<file path="src/rtl/dmem_arbiter.sv">
// dmem_arbiter: weighted round-robin arbiter of two requesters onto one sync-read memory port, with IO write decode
module dmem_arbiter #(
  parameter int ADDR_W = 8,
  parameter int DATA_W = 64,
  parameter int MAX_BURST = 2,
  parameter logic [ADDR_W-1:0] IO_ADDR = 8'hFF
) (
  input  logic              clk,
  input  logic              rst,
  input  logic              req0,
  input  logic              we0,
  input  logic [ADDR_W-1:0] addr0,
  input  logic [DATA_W-1:0] wdata0,
  output logic              gnt0,
  output logic              rvalid0,
  output logic [DATA_W-1:0] rdata0,
  input  logic              req1,
  input  logic              we1,
  input  logic [ADDR_W-1:0] addr1,
  input  logic [DATA_W-1:0] wdata1,
  output logic              gnt1,
  output logic              rvalid1,
  output logic [DATA_W-1:0] rdata1,
  output logic              mem_en,
  output logic              mem_we,
  output logic [ADDR_W-1:0] mem_addr,
  output logic [DATA_W-1:0] mem_wdata,
  input  logic [DATA_W-1:0] mem_rdata,
  output logic              io_write,
  output logic [DATA_W-1:0] io_data,
  output logic              io_src
);
  localparam int CW = MAX_BURST > 1 ? $clog2(MAX_BURST) : 1;
  logic ptr, rd_pend, rd_src, any, sel, other, io_hit;
  logic [CW-1:0] cnt;
  always_comb begin
    any = (req0 | req1) & ~rst;
    sel = (ptr ? req1 : req0) ? ptr : ~ptr;
    other = sel ? req0 : req1;
    gnt0 = any & ~sel;
    gnt1 = any & sel;
    mem_en = any;
    mem_we = any & (sel ? we1 : we0);
    mem_addr = any ? (sel ? addr1 : addr0) : '0;
    mem_wdata = any ? (sel ? wdata1 : wdata0) : '0;
    io_hit = mem_we & (mem_addr == IO_ADDR);
  end
  always_ff @(posedge clk or posedge rst) begin
    if (rst) begin
      ptr <= 1'b0;
      cnt <= '0;
      rd_pend <= 1'b0;
      rd_src <= 1'b0;
      rvalid0 <= 1'b0;
      rvalid1 <= 1'b0;
      rdata0 <= '0;
      rdata1 <= '0;
      io_write <= 1'b0;
      io_data <= '0;
      io_src <= 1'b0;
    end else begin
      rd_pend <= any & ~mem_we;
      rd_src <= sel;
      rvalid0 <= rd_pend & ~rd_src;
      rvalid1 <= rd_pend & rd_src;
      if (rd_pend && !rd_src) rdata0 <= mem_rdata;
      if (rd_pend && rd_src) rdata1 <= mem_rdata;
      io_write <= io_hit;
      io_data <= io_hit ? mem_wdata : '0;
      if (io_hit) io_src <= sel;
      // cnt only advances while the other requester is waiting
      if (any) begin
        if (sel != ptr) begin
          ptr <= sel;
          cnt <= '0;
        end else if (other) begin
          ptr <= (cnt == CW'(MAX_BURST - 1)) ? ~ptr : ptr;
          cnt <= (cnt == CW'(MAX_BURST - 1)) ? '0 : cnt + 1'b1;
        end else cnt <= '0;
      end
    end
  end
endmodule

</file>
<file path="config.mk">
export PLATFORM = sky130hd
export DESIGN_NAME = dmem_arbiter
export DESIGN_NICKNAME = d
export VERILOG_FILES = /design/src/rtl/dmem_arbiter.sv
export SDC_FILE = /design/constraint.sdc
export NUM_CORES = 1
export LEC_CHECK = 0
export ABC_AREA = 1
export BUFFER_PORTS_ARGS = -buffer_cell sky130_fd_sc_hd__buf_2
export CAP_MARGIN = 0
export CORE_AREA = 2 2 188 190
export CTS_CLUSTER_DIAMETER = 100
export DETAILED_ROUTE_END_ITERATION = 6
export DIE_AREA = 0 0 190 192
export GPL_ROUTABILITY_DRIVEN = 0
export GPL_TIMING_DRIVEN = 0
export PLACE_DENSITY = 0.56
export SLEW_MARGIN = 20
export SYNTH_ARGS = -nofsm -noshare
export SYNTH_HDL_FRONTEND = slang
export SYNTH_SLANG_ARGS = --single-unit
</file>
<file path="constraint.sdc">
create_clock -name clk -period 9.05 [get_ports clk]
set_clock_uncertainty 0.05 [all_clocks]
set_input_delay 0.905 -clock clk [delete_from_list [all_inputs] [get_ports clk]]
set_output_delay 0.905 -clock clk [all_outputs]
set_load 0.01 [all_outputs]
</file>
==> summary.md, run 1 <==
| Metric | Value |
|---|---|
| Status | `finished clean` |
| Vias per cell | `4.35` |
| Die Wd | `approximately 190 um` |
| Pre-CTS setup slack | `4630 ps` |
| Post-DRT Antenna Nets | `0` |
| CP peak stage delay | `460 ps` |
| Setup-failing EPs final | `0` |
| IO Count | `486` |
| Final Max Tran Viols | `0` |
| Final Hold Fails | `0` |
| CP Class | `primary input to primary output` |
| Mean post-synth cell area | `10.5 um^2` |
| Req. time, crit path | `8100 ps` |
| Simple-gate share of the synthesized area | `16.8%` |
| IO buf count | `~490` |
| Worst-path clk slew | `70 ps` |
| Dpl hpwl | `roughly 26 mm` |
| Combinational family with the most area after synthesis | `simple AND/OR/NAND/NOR gates` |
| Non-Filler Instances | `1764` |
| RSZ-0062 raised after global routing | `no` |
| PD cells | `approximately 270 nW/um^2` |
| Vias post-DR | `7670` |
| Crit path from | `rst` |
| Type of element capturing the critical path | `primary output` |
| Area growth syn-to-layout | `44.0%` |
| Critical Path Source Type | `primary input` |
| Height of the die | `192 um` |
| Layout cells sized above 1 | `45.0%` |
| Reg-to-Reg End | `io_data[50]` |
| Finished Core Util | `34.8%` |
| Peak supply drop | `0.126 mV` |
| First-pass GRT wire length | `about 48 mm` |
| Max-cap viol count | `0` |
| Adder-Cell Fraction of Synth Area | `0%` |
| End of the critical path | `mem_wdata[45]` |
| Placed cell count | `roughly 1700` |
| Slew HR | `46.7%` |
| TritonCTS clock tree | `yes` |
| Highest-delay cell along the critical path | `a22o_1` |
| Setup Buffers After CTS | `0` |
| Min-Delay Path Class | `primary input to async pin` |
| Leakage | `6.59 nW` |
| Most used cell, CP | `buf_2` |
| Synth warn | `0` |
| CTS H-tree depth | `4` |
| Final nets | `1507` |
| Largest net degree at the start of global routing | `101` |
| Worst path depth | `9` |
| Clock sinks | `200` |
| Vias in the first global route | `7907` |
| CORE AREA | `34300 um^2` |
| Total track usage | `17.8%` |
| Fin crit share | `between 40% and 50%` |
| Wire per inst | `18.7 um` |
| Cts hold-fix bufs | `0` |
| Post-Synthesis Net Count | `1001` |
| Gate count of the mapped netlist | `787` |
| Worst path cell trace | `buf_2, inv_8, buf_16, o21ai_1, nor2_4, buf_2, buf_2, a22o_1, buf_2` |
| Arr. time, crit path | `between 3000 and 4000 ps` |
| Root Buffer | `clkbuf_16` |
| Synth Area in XOR/XNOR | `0.106%` |
| Clock Path Buffers | `2` |
| Crit path buffers/inverters | `6` |
| Fin crit period | `4290 ps` |
| Aggregate global routing overflow | `0` |
| Worst-margin pin slew | `800 ps` |
| Drt drc | `0` |
| DR iter-0 viols | `323` |
| Die area | `36500 um^2` |
| Resized Gates After CTS | `0` |
| Worst skew pair latency | `about 440 ps` |
| CP delay by family, top | `buffers and inverters` |
| F_max | `0.233 GHz` |
| Compound-cell area share of the yosys netlist | `14.9%` |
| R2R Setup Slk | `6630 ps` |
| Final worst setup slack | `4760 ps` |
| Sequential-to-total area share from yosys stat | `60.4%` |
| Initial antenna violation count | `5` |
| Count of cell types in the netlist | `25` |
| Final wirelength | `32.9 mm` |
| FF-to-FF path depth | `8` |
| Initial Util | `24.2%` |
| Post-Syn Area | `~8300 um^2` |
| Cts bufs inserted | `17` |
| Final TNS setup | `0 ps` |
| Mux share of post-synthesis cell area | `0%` |
| Crit path max fanout | `90` |
| Site Rows | `68` |
| RR Startpoint | `ptr` |
| DRT Pass-1 Iters | `5` |
| Seq cells post-synth | `200` |
-- final cells by class --
class                   instances  area, um^2
diodes                          3        7.51
plain buffers                  57         300
clock buffers                  20         457
clock inverters                12         119
fillers                      3609       22400
inverters                      91         349
multi-input cells             439        2640
flip-flops and latches        200        5000
well taps                     455         569
repair buffers                487        2480
-- cells in the final DEF (no fill, tap or decap), drive strengths merged --
cell type  count
o221ai         1
o21ai        131
xor2           1
a21oi          1
nor3b         64
nor2          10
clkbuf        53
clkinv         4
bufinv         1
o21bai         1
nand3b         4
diode          3
dfrtp        200
nand2        151
nand3         11
clkinvlp       4
a22o          64
inv           94
buf          511
-- stage by stage --
step	power, W	hold slack, ps	area (um^2)
finish	0.00328	322	11900
global route	0.00350	303	11900
CTS	0.00333	297	11900
detailed placement	0.00255	409	11300
global placement	0.00253	412	11300
floorplan	0.00192	362	8280
-- layer usage --
metal,GRT usage [%],vias up,wire length [um]
li1,-,3619,-
met1,20.7,3711,13100
met2,31.0,318,16700
met3,5.70,22,2520
met4,6.20,0,662
met5,0,-,0
-- worst min-delay path by stage --
stage                    start    endpoint  depth (start not counted)
floorplan               rd_src     rvalid0                          1
global placement    rdata0[60]  rdata0[60]                          2
detailed placement      rd_src     rvalid0                          1
CTS                        rst  rdata0[12]                          2
global route               rst  rdata0[12]                          2
finish                     rst  rdata0[10]                          2
-- cells by family (layout without fill, tap and decap cells) --
kind of cell	after synthesis	count (layout)
AO/OA/AOI/OAI	198	198
XOR/XNOR	1	1
buffers and inverters	148	667
flip-flops	200	200
other	0	3
AND/OR/NAND/NOR	240	240
-- report_power, final --
| part | total, W | internal (W) | leakage [nW] | switching [W] |
|---|---|---|---|---|
| Clock | 0.000769 | 0.000399 | 0.272 | 0.000370 |
| Sequential | 0.00134 | 0.00118 | 2.56 | 0.000156 |
| Combinational | 0.00117 | 0.000470 | 3.76 | 0.000701 |
| Total | 0.00328 | 0.00205 | 6.59 | 0.00123 |
-- Yosys cell counts --
library cell  instances  area, um^2
o21ai_0             129         646
clkbuf_1             33         124
dfrtp_1             200        5000
inv_2                 2        7.51
nand2_2               2        12.5
buf_1                 1        3.75
nand2_1             148         556
buf_4                 3        22.5
buf_2                12        60.1
a21oi_1               1        5.00
xor2_1                1        8.76
buf_6                 8        90.1
nor2_1                9        33.8
nor3b_2              39         488
a22o_1               64         561
nor3b_1              25         188
o21bai_1              1        7.51
nand3_2               1        10.0
nand3b_1              4        30.0
o21ai_1               2        10.0
inv_1                89         334
o221ai_1              1        8.76
nand3_1              10        50.1
nand2_4               1        11.3
nor2_4                1        11.3
-- state kept, by name (all words and copies together) (netlist names) --
signal and cells:
io_data 64, rdata0 64, rdata1 64, cnt 1
io_src 1, io_write 1, ptr 1, rd_pend 1
rd_src 1, rvalid0 1, rvalid1 1
Note: power is estimated with default switching activity, not from simulation.
==> run 2: changes to the inputs <==
==> constraint.sdc (replaced) <==
create_clock -name clk -period 4.4 [get_ports clk]
set_clock_uncertainty 0.05 [all_clocks]
set_input_delay 0.44 -clock clk [delete_from_list [all_inputs] [get_ports clk]]
set_output_delay 0.44 -clock clk [all_outputs]
set_load 0.01 [all_outputs]
==> summary.md, run 2 (synthesis results as in run 1) <==
| Metric | Value |
|---|---|
| Die Wd | `190 um (unchanged)` |
| Worst skew pair latency | `440 ps (about the same)` |
| Reg-to-Reg End | `io_data[12]` |
| Clock Path Buffers | `2 (unchanged)` |
| Fin crit share | `78.5%` |
| Setup Buffers After CTS | `0 (unchanged)` |
| Area growth syn-to-layout | `45.8%` |
| Height of the die | `192 um (unchanged)` |
| Clock sinks | `200 (unchanged)` |
| Req. time, crit path | `3910 ps (-4190 ps)` |
| Cts bufs inserted | `17 (unchanged)` |
| IO Count | `486 (unchanged)` |
| Largest net degree at the start of global routing | `33 (-67%)` |
| Slew HR | `53.0% (+6.3 points)` |
| Die area | `36500 um^2 (unchanged)` |
| R2R Setup Slk | `2160 ps (-4470 ps)` |
| Min-Delay Path Class | `primary input to flip-flop` |
| Resized Gates After CTS | `0 (unchanged)` |
| Post-DRT Antenna Nets | `0 (unchanged)` |
| Critical Path Source Type | `primary input` |
| Final nets | `1513 (+0.40%)` |
| Crit path max fanout | `32 (-64%)` |
| Hold EP | `rdata1[8]` |
| PD cells | `556 nW/um^2 (+100%)` |
| FF-to-FF path depth | `10 (+2)` |
| Status | `finished clean` |
| IO buf count | `485 (unchanged)` |
| Drt drc | `0 (unchanged)` |
| Fin crit period | `3450 ps` |
| Hold depth | `3` |
| TritonCTS clock tree | `yes` |
| Pre-CTS setup slack | `1430 ps (-3190 ps)` |
| DR iter-0 viols | `328 (+1.5%)` |
| Initial Util | `24.2% (unchanged)` |
| Final wirelength | `32.8 mm (-0.40%)` |
| Peak supply drop | `0.271 mV (+120%)` |
| Worst-path clk slew | `80 ps (about the same)` |
| Initial antenna violation count | `8 (+3)` |
| CORE AREA | `34300 um^2 (unchanged)` |
| Vias post-DR | `7774 (+1.4%)` |
| Leakage | `6.64 nW (+0.75%)` |
| DRT Pass-1 Iters | `5 (unchanged)` |
| Site Rows | `68 (unchanged)` |
| Layout cells sized above 1 | `45.7% (+0.71 points)` |
| WHS | `207 ps (-115 ps)` |
| Type of element capturing the critical path | `primary output` |
| Largest registers | `io_data: 64 flops, rdata0: 64 flops, rdata1: 64 flops` |
| Final Max Tran Viols | `0 (unchanged)` |
| Worst-margin pin slew | `705 ps (-94.8 ps)` |
| F_max | `0.289 GHz` |
| Setup-failing EPs final | `0 (unchanged)` |
| Aggregate global routing overflow | `0 (unchanged)` |
| CTS H-tree depth | `4 (unchanged)` |
| RSZ-0062 raised after global routing | `no` |
| RR Startpoint | `ptr` |
| Final worst setup slack | `945 ps (-3820 ps)` |
| Most frequent cells in the layout | `buf_2 (491), dfrtp_1 (200), nand2_1 (146), o21ai_0 (129), inv_1 (87)` |
| First-pass GRT wire length | `48.2 mm (about the same)` |
| Arr. time, crit path | `2960 ps (-370 ps)` |
| Root Buffer | `clkbuf_16` |
| CP Class | `primary input to primary output` |
| Vias per cell | `4.38 (+0.84%)` |
| Dpl hpwl | `26.2 mm (-0.16%)` |
| Wire per inst | `18.5 um (-0.91%)` |
| Vias in the first global route | `7999 (+1.2%)` |
| Max-cap viol count | `0 (unchanged)` |
| Total track usage | `17.7% (-0.18 points)` |
| Cts hold-fix bufs | `1 (+1)` |
| Most common cell after layout, fill and taps aside | `buf_2` |
| Final Hold Fails | `0 (unchanged)` |
| Hold Crit Start | `mem_rdata[8]` |
-- run 2: worst max-delay path by stage --
stage          start            end  slack (ps)  cells after the start
4_1_cts          rst  mem_wdata[47]         860                     11
5_1_grt          rst  mem_wdata[47]         730                     11
2_1_floorplan    rst  mem_wdata[10]        -710                      6
3_5_place_dp     rst  mem_wdata[47]        1430                     10
6_report         rst  mem_wdata[50]         950                     11
3_3_place_gp     rst  mem_wdata[47]       -2790                      8
-- run 2: cell type report --
| cell class | count | area, um^2 |
|---|---|---|
| antenna | 6 | 15.0 |
| buffer | 57 | 345 |
| clock buffer | 19 | 453 |
| clock inverter | 13 | 113 |
| fill | 3615 | 22200 |
| inverter | 91 | 345 |
| multi-input combinational | 439 | 2650 |
| sequential | 200 | 5000 |
| tap | 455 | 569 |
| timing repair buffer | 493 | 2580 |
-- run 2: worst max-delay path: stages --
cell,delay [ps]
dlygate4sd3_1,550
buf_2,140
clkinvlp_4,160
buf_12,230
buf_12,230
o21ai_1,160
nor2_4,200
buf_6,200
buf_6,190
a22o_1,260
buf_2,170
-- run 2: report_power, final --
group / internal (W) / leakage, nW / total (W) / switching (W)
clock: 0.000773 / 0.268 / 0.00154 / 0.000771
combinational: 0.000991 / 3.81 / 0.00241 / 0.00142
sequential: 0.00243 / 2.56 / 0.00276 / 0.000326
-- run 2: layer usage --
layer	vias to the layer above	global-route usage [%]	wire, um
met5	-	0	0
met4	0	7.42	797
met3	35	4.81	2410
met2	329	30.4	16500
met1	3780	20.8	13100
li1	3630	-	-
-- run 2: through the flow --
stage	power [W]	TNS (ps)	std cells	util, %	instance area, um^2
final	0.00671	0	1773	35.2	12100
after global routing	0.00717	0	1772	35.2	12100
after floorplan	0.00398	-78380	787	-	8350
after CTS	0.00681	0	1767	35.2	12100
after detailed placement	0.00524	0	1734	33.5	11500
after global placement	0.00518	-354320	1727	33.1	11300
==> run 3: changes to the inputs <==
--- a/config.mk
+++ b/config.mk
@@ -8,13 +8,13 @@
 export ABC_AREA = 1
 export BUFFER_PORTS_ARGS = -buffer_cell sky130_fd_sc_hd__buf_2
 export CAP_MARGIN = 0
-export CORE_AREA = 2 2 188 190
+export CORE_AREA = 2 2 191 193
 export CTS_CLUSTER_DIAMETER = 100
 export DETAILED_ROUTE_END_ITERATION = 6
-export DIE_AREA = 0 0 190 192
+export DIE_AREA = 0 0 193 195
 export GPL_ROUTABILITY_DRIVEN = 0
 export GPL_TIMING_DRIVEN = 0
-export PLACE_DENSITY = 0.56
+export PLACE_DENSITY = 0.57
 export SLEW_MARGIN = 20
 export SYNTH_ARGS = -nofsm -noshare
 export SYNTH_HDL_FRONTEND = slang
==> constraint.sdc (replaced) <==
create_clock -name clk -period 3.1 [get_ports clk]
set_clock_uncertainty 0.05 [all_clocks]
set_input_delay 0.31 -clock clk [delete_from_list [all_inputs] [get_ports clk]]
set_output_delay 0.31 -clock clk [all_outputs]
set_load 0.01 [all_outputs]
==> summary.md, run 3 (synthesis results as in run 1) <==
| Metric | Value |
|---|---|
| Final Max Tran Viols | `0 (unchanged)` |
| Clock Path Buffers | `2 (unchanged)` |
| Sequential share of power | `41.3% (+0.2 points)` |
| Initial antenna violation count | `7 (-1)` |
| Aggregate global routing overflow | `0 (unchanged)` |
| Highest-delay cell along the critical path | `dfrtp_1` |
| Vias in the first global route | `7979 (-0.25%)` |
| Area growth syn-to-layout | `45.6%` |
| Fin crit share | `94.8%` |
| Placed Area | `11500 um^2 (about the same)` |
| Crit path buffers/inverters | `5 (-3)` |
| CORE AREA | `35400 um^2 (+3.2%)` |
| Die Wd | `193 um (+1.6%)` |
| Setup-failing EPs final | `0 (unchanged)` |
| Type of element capturing the critical path | `primary output` |
| Most frequent cells in the layout | `buf_2 (491), dfrtp_1 (200), nand2_1 (146), o21ai_0 (129), inv_1 (87)` |
| Switching Power | `0.00360 W (+43%)` |
| IO buf count | `485 (unchanged)` |
| Worst-path clk slew | `70 ps (about the same)` |
| Final wirelength | `33.5 mm (+2.1%)` |
| Worst path depth | `9 (-2)` |
| Root Buffer | `clkbuf_16` |
| Leakage | `6.64 nW (about the same)` |
| Clock sinks | `200 (unchanged)` |
| Die area | `37600 um^2 (+3.2%)` |
| Site Rows | `69 (+1.5%)` |
| Total track usage | `17.4% (-0.28 points)` |
| Crit path max fanout | `10 (-69%)` |
| Resized Gates After CTS | `0 (unchanged)` |
| Internal power | `0.00592 W (+41%)` |
| F_max | `0.340 GHz` |
| Hold depth | `3 (unchanged)` |
| DRT Pass-1 Iters | `4 (-1)` |
| Largest net degree at the start of global routing | `34 (+3.0%)` |
| Cts bufs inserted | `17 (unchanged)` |
| Worst-margin pin slew | `759 ps (+53.8 ps)` |
| CP Class | `flip-flop to primary output` |
| Height of the die | `195 um (+1.6%)` |
| CP delay by family, top | `buffers and inverters` |
| Wire per inst | `18.8 um (+1.9%)` |
| Arr. time, crit path | `2580 ps (-380 ps)` |
| Post-DRT Antenna Nets | `0 (unchanged)` |
| Req. time, crit path | `2740 ps (-1170 ps)` |
| GRT met1 Usage | `20.1% (-0.63 points)` |
| GR Util met3 | `5.48% (+0.68 points)` |
| Final Hold Fails | `0 (unchanged)` |
| Final nets | `1513 (unchanged)` |
| TritonCTS clock tree | `yes` |
| Min-Delay Path Class | `primary input to flip-flop` |
| Vias post-DR | `7796 (+0.28%)` |
| Worst path cell trace | `inv_2, nand2_2, nand2_4, nand2_1, inv_2, buf_4, buf_2, a22o_1, buf_2` |
| RSZ-0062 raised after global routing | `no` |
| Overall Power | `0.00952 W (+42%)` |
| Critical Path Source Type | `flip-flop` |
| Comb pwr share | `36.1% (+0.2 points)` |
| Non-Filler Instances | `1777 (+0.23%)` |
| WHS | `71.9 ps (-136 ps)` |
| Status | `finished clean` |
| Met2 Use GR | `30.2% (-0.19 points)` |
| DR iter-0 viols | `273 (-17%)` |
| Dpl hpwl | `26.6 mm (+1.2%)` |
| Switching share of total power | `37.8% (+0.33 points)` |
| GR peak layer | `met2` |
| CTS H-tree depth | `4 (unchanged)` |
| Placed cell count | `1740 (+0.35%)` |
| Initial Util | `23.4% (-0.76 points)` |
| Largest registers | `io_data: 64 flops, rdata0: 64 flops, rdata1: 64 flops` |
| Fin crit period | `2940 ps` |
| Clk pwr share | `22.7% (-0.3 points)` |
| Max-cap viol count | `0 (unchanged)` |
| Most common cell after layout, fill and taps aside | `buf_2` |
| Final worst setup slack | `160 ps (-785 ps)` |
| Peak supply drop | `0.460 mV (+70%)` |
| # fillers | `3735 (+3.3%)` |
| Worst skew pair latency | `450 ps (about the same)` |
| FF-to-FF path depth | `9 (-1)` |
| Layout cells sized above 1 | `45.7% (-0.076 points)` |
| Final Instance Area | `12100 um^2 (-0.19%)` |
| Drt drc | `0 (unchanged)` |
| IO Count | `486 (unchanged)` |
| PD cells | `790 nW/um^2 (+42%)` |
| Vias per cell | `4.39 (about the same)` |
| Pre-CTS setup slack | `593 ps (-840 ps)` |
| Slew HR | `49.4% (-3.6 points)` |
| CP peak stage delay | `410 ps (-140 ps)` |
| First-pass GRT wire length | `48.5 mm (+0.75%)` |
run 3: power groups by stage:
stage / Combinational [W] / Clock [W] / Sequential, W
after global placement: 0.00342 / 0 / 0.00394
after CTS: 0.00349 / 0.00223 / 0.00393
after detailed placement: 0.00348 / 0 / 0.00397
after floorplan: 0.00133 / 0 / 0.00432
after global routing: 0.00381 / 0.00234 / 0.00402
final: 0.00343 / 0.00216 / 0.00393
run 3: what timing repair did:
| action | CTS | global route |
|---|---|---|
| buffers inserted | 0 | 0 |
| hold endpoints to repair | 8 | 0 |
| endpoints found under the setup margin | 0 | 0 |
| hold buffers | 1 | 0 |
run 3: final timing paths:
kind	start	endpoint	slack, ps
min	mem_rdata[31]	rdata1[31]	70
max in group asynchronous	rst	rdata0[34]	1330
max reg2reg	ptr	io_data[49]	850
min in group asynchronous	rst	rd_pend	340
min reg2reg	rd_src	rvalid0	430
max	ptr	mem_wdata[49]	160
run 3: final cells by class:
type                            instances  area (um^2)  area share [%]
Sequential cell                       200         5000            41.5
Timing Repair Buffer                  493         2580            21.4
Buffer                                 57          345            2.86
Clock buffer                           19          443            3.67
Inverter                               91          345            2.86
Antenna cell                            4         10.0          0.0830
Multi-Input combinational cell        439         2650            22.0
Clock inverter                         13         97.6           0.809
Tap cell                              461          577            4.78
run 3: routing by layer:
| layer | up-vias | wire length (um) |
|---|---|---|
| met5 | - | 0 |
| met4 | 0 | 603 |
| met3 | 32 | 2530 |
| met2 | 325 | 17000 |
| met1 | 3805 | 13300 |
| li1 | 3634 | - |
run 3: tightest hold or removal path: cells and delay by family:
| family | cells | cell delay, ps |
|---|---|---|
| AO/OA/AOI/OAI | 1 | 70 |
| buffers and inverters | 2 | 140 |
run 3: stage by stage:
| stage | setup TNS (ps) | utilization (%) |
|---|---|---|
| global placement | -706850 | 32.1 |
| global route | 0 | 34.1 |
| finish | 0 | 34.1 |
| floorplan | -227360 | - |
| CTS | 0 | 34.0 |
| detailed placement | 0 | 32.5 |
